==> config.mk <==
export PLATFORM = sky130hd
export DESIGN_NAME = ysyx_22050039_ctrl
export DESIGN_NICKNAME = d
export VERILOG_FILES = /design/src/rtl/ysyx_22050039_ctrl_pkg.sv /design/src/rtl/ysyx_22050039_watchdog.sv /design/src/rtl/ysyx_22050039_ctrl.sv
export SDC_FILE = /design/constraint.sdc
export NUM_CORES = 1
export LEC_CHECK = 0
export ABC_AREA = 1
export BUFFER_PORTS_ARGS = -buffer_cell sky130_fd_sc_hd__clkbuf_2
export CAP_MARGIN = 10
export CORE_MARGIN = 2
export CORE_UTILIZATION = 40
export CTS_BUF_LIST = sky130_fd_sc_hd__clkbuf_8
export CTS_CLUSTER_SIZE = 16
export DETAILED_ROUTE_END_ITERATION = 7
export REMOVE_ABC_BUFFERS = 1
export SYNTH_ARGS = -nofsm -noshare
export SYNTH_HDL_FRONTEND = slang
export SYNTH_HIERARCHICAL = 1
export SYNTH_SLANG_ARGS = --single-unit
==> constraint.sdc <==
create_clock -name clk -period 3.3 [get_ports clk]
set_input_delay 0.165 -clock clk [delete_from_list [all_inputs] [get_ports clk]]
set_output_delay 0.165 -clock clk [all_outputs]
set_load 0.05 [all_outputs]
==> src/rtl/ysyx_22050039_ctrl_pkg.sv <==
// Shared types for the ysyx_22050039 core controller: FSM states, trap causes,
// the captured decode flags and the default watchdog limit.
package ysyx_22050039_ctrl_pkg;

  localparam int unsigned TIMEOUT_DEFAULT = 255;

  typedef enum logic [2:0] {
    S_IDLE   = 3'd0,
    S_FETCH  = 3'd1,
    S_DECODE = 3'd2,
    S_EXEC   = 3'd3,
    S_MEM    = 3'd4,
    S_WB     = 3'd5,
    S_HALT   = 3'd6
  } state_e;

  typedef enum logic [1:0] {
    TRAP_NONE    = 2'd0,
    TRAP_EBREAK  = 2'd1,
    TRAP_ILLEGAL = 2'd2,
    TRAP_TIMEOUT = 2'd3
  } trap_e;

  typedef struct packed {
    logic is_store;
    logic pc_wen;
    logic reg_wen;
  } dec_cap_t;

  function automatic logic is_wait_state(state_e s);
    return s inside {S_FETCH, S_EXEC, S_MEM};
  endfunction

endpackage

==> src/rtl/ysyx_22050039_watchdog.sv <==
// Handshake watchdog: a down-counter reloaded on every state entry; expired
// flags the TIMEOUT-th consecutive waiting cycle.
module ysyx_22050039_watchdog
  import ysyx_22050039_ctrl_pkg::*;
#(
  parameter int unsigned TIMEOUT = TIMEOUT_DEFAULT
) (
  input  logic clk,
  input  logic rst,
  input  logic clear,
  input  logic enable,
  output logic expired
);

  localparam int unsigned CW = (TIMEOUT > 1) ? $clog2(TIMEOUT) : 1;
  localparam logic [CW-1:0] LOAD = CW'(TIMEOUT - 1);

  logic [CW-1:0] cnt_q, cnt_d;

  always_ff @(posedge clk or negedge rst) begin
    if (!rst) cnt_q <= '0;
    else      cnt_q <= cnt_d;
  end

  always_comb begin
    cnt_d = cnt_q;
    if (clear)                        cnt_d = LOAD;
    else if (enable && cnt_q != '0)   cnt_d = cnt_q - CW'(1);
  end

  assign expired = enable && (cnt_q == '0);

endmodule

==> src/rtl/ysyx_22050039_ctrl.sv <==
// Multi-cycle core sequencer: fetch / decode / execute-or-memory / writeback
// with a per-handshake watchdog and sticky halt on trap.
//   state  | meaning
//   IDLE   | one cycle after reset before the first fetch
//   FETCH  | imem_req high, waiting for imem_ack
//   DECODE | one cycle, flags captured and dispatched
//   EXEC   | waiting for mdu_done
//   MEM    | dmem_req high, waiting for dmem_ack
//   WB     | one cycle, PC/GPR strobes and instret update
//   HALT   | stopped until reset, trap_cause held
module ysyx_22050039_ctrl
  import ysyx_22050039_ctrl_pkg::*;
#(
  parameter int unsigned XLEN    = 64,
  parameter int unsigned TIMEOUT = TIMEOUT_DEFAULT
) (
  input  logic            clk,
  input  logic            rst,
  output logic            imem_req,
  input  logic            imem_ack,
  output logic            inst_le,
  input  logic            is_load,
  input  logic            is_store,
  input  logic            is_mdu,
  input  logic            is_ebreak,
  input  logic            is_invalid,
  input  logic            dec_pc_wen,
  input  logic            dec_reg_wen,
  output logic            mdu_start,
  input  logic            mdu_done,
  output logic            dmem_req,
  output logic            dmem_we,
  input  logic            dmem_ack,
  output logic            pc_we,
  output logic            pc_sel,
  output logic            reg_we,
  output logic            halt,
  output logic [1:0]      trap_cause,
  output logic [XLEN-1:0] instret,
  output logic [2:0]      state
);

  state_e          state_q, state_d;
  trap_e           trap_q, trap_d;
  dec_cap_t        cap_q, cap_d;
  logic [XLEN-1:0] instret_q, instret_d;
  logic            wd_expired;

  ysyx_22050039_watchdog #(.TIMEOUT(TIMEOUT)) u_watchdog (
    .clk     (clk),
    .rst     (rst),
    .clear   (state_d != state_q),
    .enable  (is_wait_state(state_q)),
    .expired (wd_expired)
  );

  always_ff @(posedge clk or negedge rst) begin
    if (!rst) begin
      state_q   <= S_IDLE;
      trap_q    <= TRAP_NONE;
      cap_q     <= '0;
      instret_q <= '0;
    end else begin
      state_q   <= state_d;
      trap_q    <= trap_d;
      cap_q     <= cap_d;
      instret_q <= instret_d;
    end
  end

  always_comb begin
    state_d   = state_q;
    trap_d    = trap_q;
    cap_d     = cap_q;
    instret_d = instret_q;
    case (state_q)
      S_IDLE:  state_d = S_FETCH;
      S_FETCH: begin
        // an ack in the final watchdog cycle still counts as a normal completion
        if (imem_ack)        state_d = S_DECODE;
        else if (wd_expired) begin state_d = S_HALT; trap_d = TRAP_TIMEOUT; end
      end
      S_DECODE: begin
        cap_d.is_store = is_store;
        cap_d.pc_wen   = dec_pc_wen;
        cap_d.reg_wen  = dec_reg_wen;
        if (is_invalid)              begin state_d = S_HALT; trap_d = TRAP_ILLEGAL; end
        else if (is_ebreak)          begin state_d = S_HALT; trap_d = TRAP_EBREAK; end
        else if (is_mdu)             state_d = S_EXEC;
        else if (is_load || is_store) state_d = S_MEM;
        else                         state_d = S_WB;
      end
      S_EXEC: begin
        if (mdu_done)        state_d = S_WB;
        else if (wd_expired) begin state_d = S_HALT; trap_d = TRAP_TIMEOUT; end
      end
      S_MEM: begin
        if (dmem_ack)        state_d = S_WB;
        else if (wd_expired) begin state_d = S_HALT; trap_d = TRAP_TIMEOUT; end
      end
      S_WB: begin
        state_d   = S_FETCH;
        instret_d = instret_q + XLEN'(1);
      end
      S_HALT:  state_d = S_HALT;
      default: state_d = S_IDLE;
    endcase
  end

  always_comb begin
    imem_req  = 1'b0;
    inst_le   = 1'b0;
    mdu_start = 1'b0;
    dmem_req  = 1'b0;
    dmem_we   = 1'b0;
    pc_we     = 1'b0;
    pc_sel    = 1'b0;
    reg_we    = 1'b0;
    case (state_q)
      S_FETCH: begin
        imem_req = 1'b1;
        inst_le  = imem_ack;
      end
      S_DECODE: mdu_start = is_mdu && !is_invalid && !is_ebreak;
      S_MEM: begin
        dmem_req = 1'b1;
        dmem_we  = cap_q.is_store;
      end
      S_WB: begin
        pc_we  = 1'b1;
        pc_sel = cap_q.pc_wen;
        reg_we = cap_q.reg_wen;
      end
      default: ;
    endcase
  end

  assign halt       = (state_q == S_HALT);
  assign trap_cause = trap_q;
  assign instret    = instret_q;
  assign state      = state_q;

endmodule

==> flow_summary.ini <==
[outcome]
outcome = complete, but fails checks
violations = hold timing

[routing]
num_vias = 4812
drc = 0
ant_nets = 0
dr.pass1.iters = 4
dr.first_iter.drc_count = 389
vias_per_cell = 4.94
avgRoutedWirePerCell_um = 13.9
routed_wl_mm = 13.5

[clock_network]
cts-root-buf = clkbuf_8
cts_resized = 0
cts_htree_levels = 3
hold_buffers = 3
worstSkewPairLatency_ps = 380
cts_buffers = 9
clk_pin_slew_ps = 80
tritoncts = done
cts.path.max_buffers = 2
cts_setup_buffers = 0
cts_sinks = 80

[timing]
maxSlewHeadroom_pct = 31.3
slew_viol_final = 0
rsz0062_at_grt = no
tightest_slew_ps = 1030
setup_ws_ps = 430
clock_skew_ps = 12.7
finalSetupViolations = 0
fmax_ghz = 0.348
period_share_pct = 87.0
holdWs_ps = -56.2
finalHoldViolCount = 45
post-route-min-period_ps = 2870

[power]
pwr_density_cell_nw_per_um2 = 540
ir_worst_vdd_mv = 0.490
p_leak_uw = 0.00284
fin_total_pwr_uw = 3180

[global_routing]
grt_use_total_pct = 21.4
antenna_found_initial = 0
overflow = 0
grt_pass1_wl_mm = 22.4
grt_max_degree = 81
grt_pass1_vias = 4591

[worst_setup_path]
arrival_ps = 3140
crit_path_end_kind = flop
critPathLaunchType = flop
cp_max_fo = 13
cp.required_ps = 3570
critPathKind = reg2reg

[floorplanning]
core_sq_um = 12200
die-area_sq_um = 13500
die_h_um = 116
initial_core_util_pct = 41.4
rows = 40
die_w_um = 116
io_pins = 90

[final_layout]
finalInstanceArea_sq_um = 5880
final_nets = 818
final_core_util_pct = 48.4
drive_gt1_share_pct = 19.3
area_delta_synth_final_pct = 16.8
n_antenna_cell = 0

[synth]
syn_inst = 705
synth_area_sq_um = 5040
yosysMostFrequentCell = nand2_1
synth_area_leader_cell = dfrtp_1
ys_top_cells_by_area = dfrtp_1 (40%), nand2_1 (15%), nor2_1 (8.3%)
ys_types = 35
synth_common_cells = nand2_1 (196), nor2_1 (111), inv_1 (88), dfrtp_1 (80), nand3_1 (56)
synth_edf_count = 0
synth_top_area_share_pct = 39.8
syn_area_per_cell_sq_um = 7.14
synth_seq_cells = 80
ys_seq_area_share_pct = 39.8
ys_async_sr_fraction_pct = 100
ys.flop_type = dfrtp_1
synth_warnings = 6

[job]
cap_violations = 0

[hold_path]
hp-class = in2async

[placed_design]
dp_hpwl_mm = 10.5
port_buffers = 89
finalWeightedCongestion = 0.909
pre_cts_ws_ps = 462
placed_area_sq_um = 5670
[final cells by class]
| class | instances | area (sq um) |
|---|---|---|
| Timing Repair Buffer | 93 | 485 |
| Multi-Input combinational cell | 521 | 2630 |
| Clock inverter | 4 | 47.5 |
| Fill cell | 1280 | 6280 |
| Sequential cell | 80 | 2000 |
| Clock buffer | 10 | 138 |
| Inverter | 99 | 373 |
| Tap cell | 168 | 210 |
[cells in the final DEF, fill, tap and decap left out, drive strengths merged, types with 5 or more instances in the layout]
cell    Yosys  layout
nand4      30      30
nor3       12      12
nor2      129     129
xnor2      23      23
nand3b      5       5
o21ai      22      22
xor2       21      21
clkbuf      1      98
dfrtp      80      80
inv        98      99
nand3      59      59
nand2     208     208
[sequential cells by signal (all words and copies together), names as in the netlist]
register / cells
instret: 64
u_watchdog/cnt_q: 8
cap_q: 3
state: 3
trap_cause: 2
[where the power goes]
group / switching, uW / internal (uW) / total [uW]
sequential: 122 / 1100 / 1220
clock: 366 / 359 / 726
combinational: 897 / 336 / 1230
total: 1390 / 1790 / 3180
[critical path: stages (launching register included)]
cell,delay (ps)
dfrtp_1,500
inv_1,110
nand2_1,120
nor2_1,200
inv_1,100
nand2_1,130
nor3b_1,310
inv_1,150
nand4_1,100
and2_0,140
nand3_1,100
nand2_1,70
nand2_1,40
nor2_1,90
nand2_1,80
inv_2,180
nand2_4,170
nand2_1,110
o21ai_2,50
[path summary, 6_finish.rpt]
check | slack [ps] | cells past startpoint | from | to
worst min register to register | 500 | 2 | trap_cause[1]$_DFFE_PN0P_ | trap_cause[1]$_DFFE_PN0P_
worst min-delay path | -60 | 1 | rst | instret[14]$_DFFE_PN0P_
worst max register to register | 430 | 18 | state[0]$_DFF_PN0_ | u_watchdog/cnt_q[1]$_DFFE_PN0P_
worst max-delay path | 430 | 18 | state[0]$_DFF_PN0_ | u_watchdog/cnt_q[1]$_DFFE_PN0P_
max in group asynchronous | 2660 | 1 | rst | instret[63]$_DFFE_PN0P_
min in group clk | 20 | 2 | is_invalid | trap_cause[0]$_DFFE_PN0P_
[per-stage QoR]
step / TNS, ps / cells
after floorplan: -1370 / 700
after global placement: 0 / 958
after detailed placement: 0 / 958
after CTS: 0 / 975
after global routing: 0 / 975
final: 0 / 975
[cell families (layout without fill, tap and decap cells)]
kind of cell / after synthesis / after routing / synth area share [%]
AOI/OAI and AO/OA: 28 / 28 / 3.55
xor gates and xnor gates: 44 / 44 / 7.65
adders and majority gates: 2 / 2 / 0.497
buffers and inverters: 104 / 206 / 8.12
DFF: 80 / 80 / 39.8
and+or+nand+nor: 447 / 447 / 40.4
[layer usage]
layer | GRT usage [%] | wire, um | vias up
li1 | - | - | 2413
met1 | 29.0 | 6440 | 2258
met2 | 33.8 | 6210 | 122
met3 | 5.35 | 653 | 19
met4 | 7.14 | 219 | 0
met5 | 0 | 0 | -
(Power assumes the default switching activity.)
